`src/rtl/core_sequencer_pkg.sv`:
```
// Shared phase encodings and defaults for the sequencer, register file, ALU and LSU.
// Optional build macro used by core_sequencer: SEQ_PERF_CNT_EN.
package core_sequencer_pkg;

    typedef enum logic [2:0] {
        ST_FETCH         = 3'd0,
        ST_DECODE        = 3'd1,
        ST_REG_FILE_READ = 3'd2,
        ST_EXECUTE       = 3'd3,
        ST_MEM_ACCESS    = 3'd4,
        ST_WRITE_BACK    = 3'd5,
        ST_HALT          = 3'd6,
        ST_UNUSED        = 3'd7
    } seq_state_e;

    localparam int BUS_TIMEOUT_DEF = 16;
    localparam int CNT_W_DEF       = 32;

    // Phases in which the sequencer holds a bus request and waits for an ack.
    function automatic logic is_wait_state(input seq_state_e s);
        return (s == ST_FETCH) || (s == ST_MEM_ACCESS);
    endfunction

endpackage

```
`src/rtl/seq_wait_timer.sv`:
```
// Purpose: counts cycles spent waiting on a bus ack and flags the timeout.
// Latency: expired is combinational from the registered count (asserts in the TIMEOUT-th wait cycle).
// Backpressure: none; clr has priority over en, and the count saturates. TIMEOUT=0 never expires.
module seq_wait_timer #(
    parameter int TIMEOUT = 16
) (
    input  logic clk,
    input  logic rst,
    input  logic clr,
    input  logic en,
    output logic expired
);

    localparam int  MAX_CNT = (TIMEOUT > 0) ? TIMEOUT - 1 : 0;
    localparam int  CW      = (MAX_CNT > 0) ? $clog2(MAX_CNT + 1) : 1;
    localparam logic ACTIVE = (TIMEOUT > 0);

    logic [CW-1:0] cnt;
    logic          at_max;

    assign at_max = (cnt == CW'(MAX_CNT));

    always_ff @(posedge clk or posedge rst) begin
        if (rst) begin
            cnt <= '0;
        end else if (clr) begin
            cnt <= '0;
        end else if (en && !at_max) begin
            cnt <= cnt + CW'(1);
        end
    end

    // The count holds the number of wait cycles already completed, so the
    // TIMEOUT-th cycle is the one that sees at_max.
    assign expired = ACTIVE && en && at_max;

endmodule

```
`src/rtl/core_sequencer.sv`:
```
// Purpose: multi-cycle control FSM of the RV32 core; drives the phase bus, bus requests and write gates.
// Latency: ALU instruction 5 cycles ack-to-ack minimum, memory instruction 6; requests held until ack.
// Backpressure: waits indefinitely on imem/dmem ack unless BUS_TIMEOUT expires; optional SEQ_PERF_CNT_EN counters.
module core_sequencer
    import core_sequencer_pkg::*;
#(
    parameter int BUS_TIMEOUT = BUS_TIMEOUT_DEF,
    parameter int CNT_W       = CNT_W_DEF
) (
    input  logic             clk,
    input  logic             rst,
    output logic             imem_req,
    input  logic             imem_ack,
    output logic             dmem_req,
    input  logic             dmem_ack,
    input  logic             is_load,
    input  logic             is_store,
    input  logic             is_halt,
    output logic [2:0]       state,
    output logic             ir_we,
    output logic             pc_we,
    output logic             retire,
    output logic             halted,
    output logic             bus_err,
    output logic [CNT_W-1:0] retired_cnt
`ifdef SEQ_PERF_CNT_EN
    ,
    output logic [CNT_W-1:0] cycle_cnt,
    output logic [CNT_W-1:0] stall_cnt
`endif
);

    seq_state_e cur_state;
    seq_state_e nxt_state;

    logic in_wait;
    logic wait_ack;
    logic expired;
    logic timeout_hit;

    assign in_wait     = is_wait_state(cur_state);
    assign wait_ack    = ((cur_state == ST_FETCH) && imem_ack) ||
                         ((cur_state == ST_MEM_ACCESS) && dmem_ack);
    // An ack arriving in the expiry cycle completes the access instead of erroring.
    assign timeout_hit = expired && !wait_ack;

    seq_wait_timer #(
        .TIMEOUT (BUS_TIMEOUT)
    ) u_wait_timer (
        .clk     (clk),
        .rst     (rst),
        .clr     (!in_wait),
        .en      (in_wait),
        .expired (expired)
    );

    always_ff @(posedge clk or posedge rst) begin
        if (rst) begin
            cur_state <= ST_FETCH;
        end else begin
            cur_state <= nxt_state;
        end
    end

    always_comb begin
        nxt_state = ST_HALT;
        unique case (cur_state)
            ST_FETCH: begin
                if (imem_ack)         nxt_state = ST_DECODE;
                else if (timeout_hit) nxt_state = ST_HALT;
                else                  nxt_state = ST_FETCH;
            end
            ST_DECODE:        nxt_state = is_halt ? ST_HALT : ST_REG_FILE_READ;
            ST_REG_FILE_READ: nxt_state = ST_EXECUTE;
            ST_EXECUTE:       nxt_state = (is_load || is_store) ? ST_MEM_ACCESS : ST_WRITE_BACK;
            ST_MEM_ACCESS: begin
                if (dmem_ack)         nxt_state = ST_WRITE_BACK;
                else if (timeout_hit) nxt_state = ST_HALT;
                else                  nxt_state = ST_MEM_ACCESS;
            end
            ST_WRITE_BACK:    nxt_state = ST_FETCH;
            ST_HALT:          nxt_state = ST_HALT;
            default:          nxt_state = ST_HALT;
        endcase
    end

    // Requests are masked by rst so an in-flight access drops the moment reset asserts.
    always_comb begin
        imem_req = 1'b0;
        dmem_req = 1'b0;
        ir_we    = 1'b0;
        pc_we    = 1'b0;
        retire   = 1'b0;
        halted   = 1'b0;
        unique case (cur_state)
            ST_FETCH: begin
                imem_req = !rst;
                ir_we    = !rst && imem_ack;
            end
            ST_MEM_ACCESS: dmem_req = !rst;
            ST_WRITE_BACK: begin
                pc_we  = 1'b1;
                retire = 1'b1;
            end
            ST_HALT:       halted = 1'b1;
            default: ;
        endcase
    end

    assign state = cur_state;

    always_ff @(posedge clk or posedge rst) begin
        if (rst) begin
            bus_err <= 1'b0;
        end else if (timeout_hit) begin
            bus_err <= 1'b1;
        end
    end

    always_ff @(posedge clk or posedge rst) begin
        if (rst) begin
            retired_cnt <= '0;
        end else if (retire) begin
            retired_cnt <= retired_cnt + CNT_W'(1);
        end
    end

`ifdef SEQ_PERF_CNT_EN
    logic stall;

    assign stall = (imem_req && !imem_ack) || (dmem_req && !dmem_ack);

    always_ff @(posedge clk or posedge rst) begin
        if (rst) begin
            cycle_cnt <= '0;
            stall_cnt <= '0;
        end else begin
            if (cur_state != ST_HALT) cycle_cnt <= cycle_cnt + CNT_W'(1);
            if (stall)                stall_cnt <= stall_cnt + CNT_W'(1);
        end
    end
`endif

endmodule

```
`config.mk`:
```
export PLATFORM = sky130hd
export DESIGN_NAME = core_sequencer
export DESIGN_NICKNAME = d
export VERILOG_FILES = /design/src/rtl/core_sequencer_pkg.sv /design/src/rtl/seq_wait_timer.sv /design/src/rtl/core_sequencer.sv
export SDC_FILE = /design/constraint.sdc
export NUM_CORES = 1
export LEC_CHECK = 0
export CAP_MARGIN = 20
export CORE_MARGIN = 2
export CORE_UTILIZATION = 44
export CTS_CLUSTER_DIAMETER = 120
export DETAILED_ROUTE_END_ITERATION = 12
export PLACE_DENSITY = 0.84
export SETUP_SLACK_MARGIN = 0.2
export SYNTH_ARGS = -nofsm -noshare
export SYNTH_HDL_FRONTEND = slang
export SYNTH_SLANG_ARGS = --single-unit
```
`constraint.sdc`:
```
create_clock -name clk -period 1.8 [get_ports clk]
set_clock_uncertainty 0.1 [all_clocks]
set_input_delay 0.36 -clock clk [delete_from_list [all_inputs] [get_ports clk]]
set_output_delay 0.36 -clock clk [all_outputs]
set_load 0.01 [all_outputs]
```
==> Word-level counts from Yosys, hierarchy flattened <==
Cells that the tools add are included.
Widths: inputs -> output; s select.
{ "classes": {"n_reduce_logical": 13, "eq_ne": 8, "n_mux": 14, "n_addsub": 2} }
{ "op_table": {"columns": ["cell", "count"], "rows": [
  ["$add 32x1->32 const B", 1],
  ["$pmux 3 s6", 1],
  ["$eq 3x3->1 const B", 3],
  ["$mux 3", 3],
  ["$mux 4", 2],
  ["$eq 3x2->1 const B", 2],
  ["$logic_and 1x1->1", 6],
  ["$mux 1", 6],
  ["$add 4x1->4 const B", 1],
  ["$eq 4x4->1 const B", 1],
  ["$mux 2", 2],
  ["$eq 3x1->1 const B", 1],
  ["$logic_not 1->1", 3],
  ["$logic_not 3->1", 1],
  ["$logic_or 1x1->1", 3],
  ["$ne 2x2->1 const B", 1]
]} }
{ "word_totals": {"elab_cells": 41, "reg_bits": 40} }

==> Depth between registers and ports, before layout <==
Gate-level depths: netlist of the first run.
{ "logic_depth": {"word_depth": 8, "mapped_depth": 6, "ltp_nobuf": 5} }

==> Hierarchy <==
Synthesis of the first run repeated with hierarchy kept, for this count alone.
{ "unflattened": {"hier_cells": 188, "area_unflattened_um2": 1983.2} }
{ "by_module_without_submodules": {"columns": ["module", "area_per_inst_um2", "seq_area_each_um2", "instances", "cells_each"], "rows": [
  ["core_sequencer", 1749.2, 900.9, 1, 165],
  ["seq_wait_timer", 234.0, 100.1, 1, 23]
]} }

==> Worst setup path before layout of the first run <==
Ideal clock, no wire load.
{ "synth_timing": {"path_kind": "flip-flop to output port", "from": "register cur_state[1], in the netlist state[1]", "to": "output port ir_we", "path_slack_ns": 0.055, "arrival_time_ns": 1.285, "n_path_buf": 2, "path_stages_with_launch": 5, "path_cell_list": "dfrtp_1 > buf_6 > or2_2 > clkbuf_1 > nor3_1"} }
{ "synth_between": {"elab_chain_cells": 2} }
{ "synth_lines": {"columns": ["element", "line_no", "source"], "rows": [
  ["start, declared", "core_sequencer.sv:33", "seq_state_e cur_state;"],
  ["start signal, assigned", "core_sequencer.sv:61", "cur_state <= nxt_state;"],
  ["$logic_not 3->1", "core_sequencer.sv:95", "unique case (cur_state)"],
  ["$mux 1", "core_sequencer.sv:95", null],
  ["end, declared", "core_sequencer.sv:20", "output logic ir_we,"]
]} }
No other way between the ends.

==> Worst setup path after layout of the first run <==
{ "layout_timing": {"from": "register cur_state[1], in the netlist state[1]", "to": "register retired_cnt[9]"} }
{ "layout_between": {"elab_chain_cells": 2} }
{ "layout_lines": {"columns": ["element", "line_no", "source"], "rows": [
  ["$eq 3x3->1", "core_sequencer.sv:95", null],
  ["$mux 1", "core_sequencer.sv:95", null],
  ["end signal, assigned", "core_sequencer.sv:124", "retired_cnt <= retired_cnt + CNT_W'(1);"],
  ["end, declared", "core_sequencer.sv:25", "output logic [CNT_W-1:0] retired_cnt"]
]} }
No other way between the ends.
A chain may end at the register's enable or synchronous reset.

==> results.py, run 1 <==
metrics = {
    "placed_design": {
        "place_inst": 300,
        "dp_hpwl_mm": 3.108,
        "place_ws_ps": -307.7,
        "gp_congestion": 0.8068,
        "portBuffers": 48,
    },
    "global_routing": {
        "grt_pass1_wl_mm": 8.700,
        "gr-usage-all-layers_pct": 22.57,
        "antenna_found_initial": 0,
        "grt_start_max_net_pins": 41,
        "first_global_vias": 1713,
        "global_route.overflow_total": 0,
    },
    "synthesis": {
        "yosysSeqAreaShare_pct": 49.66,
        "synth.avg_cell_area_um2": 10.84,
        "syn_nets": 195,
        "async_flop_share_pct": 100.0,
        "syn_inst": 186,
        "synth_cell_types": 44,
        "ys_ff_latch": 40,
        "synth-main-ff-cell": "dfrtp_1",
        "synth_edf_count": 0,
        "syn_area_um2": 2016,
        "synth_warnings": 0,
    },
    "timing": {
        "fin_crit_sh_pct": 103.0,
        "worstMarginPinSlew_ps": 397.4,
        "rsz0062_at_grt": "yes",
        "hold_viol": 0,
        "fmax_mhz": 539.4,
        "finalSetupTns_ps": -71.76,
        "min_period_ps": 1854,
        "finalWorstSetupSlack_ps": -53.96,
        "setup_viol": 2,
        "timing.final.max_slew_violations": 0,
        "slew_headroom_pct": 73.41,
    },
    "setup_path": {
        "critical_path_required_ps": 1910,
        "crit_arrival_ps": 1970,
        "cp_max_fo": 5,
        "crit_type": "flip-flop to flip-flop",
        "worst_path_max_delay_cell": "dfrtp_1",
        "slowest_delay_ps": 410,
        "start_kind": "flip-flop",
        "path_cells": "buf_6, and4b_2, buf_6, nand4_4, buf_4, nor2_4, xor2_1",
        "end_kind": "flip-flop",
        "cp_common_cell": "buf_6",
    },
    "finish": {
        "seq_area_um2": 1006,
        "n_antenna_cell": 0,
        "fillerInstances": 293,
        "syn2layout_area_growth_pct": 60.71,
        "drive_above_1_share_pct": 39.93,
        "multi_input_area_um2": 1220,
        "instances_no_fill": 330,
        "layout.nets": 287,
    },
    "clock_tree": {
        "cts_root_buffer": "clkbuf_8",
        "cts_sinks": 40,
        "htree_levels": 2,
        "numCtsBuffers": 5,
        "clk_pin_slew_ps": 80,
        "cts_buffer_depth": 2,
        "cts_hold_buf": 0,
        "cts_tree": "done",
        "worstSkewPairLatency_ps": 300,
    },
    "routing": {
        "drt_pass1_iterations": 4,
        "vias_per_cell": 5.452,
        "avgRoutedWirePerCell_um": 17.78,
        "via_count": 1799,
        "drc": 0,
        "postRouteAntennaNets": 0,
        "dr.first_iter.drc_count": 109,
        "wirelength_mm": 5.868,
    },
    "floorplanning": {
        "start_util_pct": 45.98,
        "die_w_um": 71.69,
        "core_um2": 4384,
        "die_h_um": 71.69,
        "dieArea_um2": 5139,
        "io_pins": 49,
        "row_count": 24,
    },
    "hold_path": {
        "hold_class": "flip-flop to flip-flop",
    },
    "flow_run": {
        "maxCapViolCount": 0,
    },
    "power": {
        "power.density_nw_per_um2": 919.7,
        "p_leak_nw": 1.773,
        "vdd_drop_max_uv": 653.1,
        "total_power_w": 0.002979,
    },
    "status": {
        "violations": "negative setup slack",
        "status": "finished with violations",
    },
}
metal layers:
layer  share of wire (%)  wire [um]  GRT usage, %
met5                   0          0             0
met3                 4.2        249         4.782
met1                  41       2411         29.91
met4                 3.6        214         8.176
met2                  51       2993         36.73
Yosys cell counts (2+ instances only):
cell      instances  share of area, %
a21oi_1           2              0.50
and2_1            2              0.62
and4_1            4               1.7
and4_2            2              0.99
buf_4             2              0.74
buf_6             2               1.1
clkbuf_1          2              0.37
dfrtp_1          40                50
ha_1              2               1.2
inv_1             6               1.1
nand2_1          17               3.2
nand3_1           8               2.0
nand4_1           3              0.93
nand4_4           2               2.1
nand4b_1          2              0.87
nor2_1           11               2.0
nor3_1           17               4.2
nor3b_1           2              0.74
nor4_1            2              0.62
o21ai_0           3              0.74
or2_2             2              0.62
xnor2_1          11               4.8
xor2_1           21               9.1
through the flow:
stage | hold slack [ps] | util (%) | cell area (um2)
after floorplan | 372.7 | - | 2072
after global placement | 372.0 | 62.33 | 2733
after detailed placement | 369.6 | 62.33 | 2733
after CTS | 383.8 | 67.89 | 2977
after global routing | 402.7 | 73.89 | 3239
final | 376.5 | 73.89 | 3239
worst max-delay path, delay by kind of cell, from the launching register on:
family / cells / cell delay [ps]
xor+xnor: 1 / 200
simple gates: 3 / 590
flops: 1 / 410
buf+inv: 3 / 470
area by class of cell:
type | count | share of cell area [%]
Clock buffer | 6 | 2.240
Clock inverter | 1 | 0.1545
Inverter | 6 | 0.6952
Multi-Input combinational cell | 132 | 37.66
Sequential cell | 40 | 31.05
Tap cell | 52 | 2.008
Timing Repair Buffer | 93 | 26.19
kinds of logic (layout without fill, tap and decap cells):
group | Yosys count | after routing | synth area share (%)
AND/OR/NAND/NOR | 84 | 85 | 26.07
flip-flops | 40 | 40 | 49.66
XOR/XNOR | 32 | 32 | 13.90
buffers and inverters | 15 | 106 | 4.655
AO/OA/AOI/OAI | 11 | 11 | 3.415
adder cells (fa/ha/maj) | 2 | 2 | 1.241
multiplexers | 2 | 2 | 1.055
flip-flops by register name (all words and copies together), names as in the netlist:
signal	count
u_wait_timer.cnt	4
bus_err	1
state	3
retired_cnt	32
power by group:
part	internal, W	total [W]	switching, W
clock network	0.000263	0.000567	0.000304
registers	0.00100	0.00109	0.0000858
logic	0.000673	0.00132	0.000650
cells in the final DEF (no fill, tap or decap), types with 7 or more instances in the layout:
cell type	netlist	routed
dfrtp_1	40	36
nand2_1	17	14
clkdlybuf4s15_1	0	7
buf_4	2	28
xor2_1	21	21
nor3_2	0	9
dlygate4sd2_1	0	28
buf_6	2	18
xnor2_1	11	8
timing repair:
| action | in CTS | in global routing |
|---|---|---|
| endpoints found under the hold margin | 0 | 0 |
| gates cloned | 1 | 0 |
| setup buffers | 15 | 7 |
| setup endpoints to repair | 65 | 42 |
| pin swaps | 13 | 23 |
| gates resized for setup | 95 | 48 |
worst paths after layout:
path | from | endpoint | slack, ps | cells after the start
min reg2reg | bus_err | bus_err | 380 | 1
max reg2reg | state[1] | retired_cnt[9] | -50 | 7
min | bus_err | bus_err | 380 | 1
max in group asynchronous | rst | retired_cnt[22] | 890 | 3
max | state[1] | retired_cnt[9] | -50 | 7
min in group asynchronous | rst | retired_cnt[26] | 510 | 3
No activity file was read; power rests on OpenSTA's default activity.
==> run 2: changes to the inputs <==
--- a/config.mk
+++ b/config.mk
@@ -8,7 +8,7 @@
 export CAP_MARGIN = 20
 export CORE_MARGIN = 2
 export CORE_UTILIZATION = 44
-export CTS_CLUSTER_DIAMETER = 120
+export CTS_CLUSTER_DIAMETER = 200
 export DETAILED_ROUTE_END_ITERATION = 12
 export PLACE_DENSITY = 0.84
 export SETUP_SLACK_MARGIN = 0.2
==> results of run 2 <==
Final layout, timing and power as in run 1 (identical DEF).
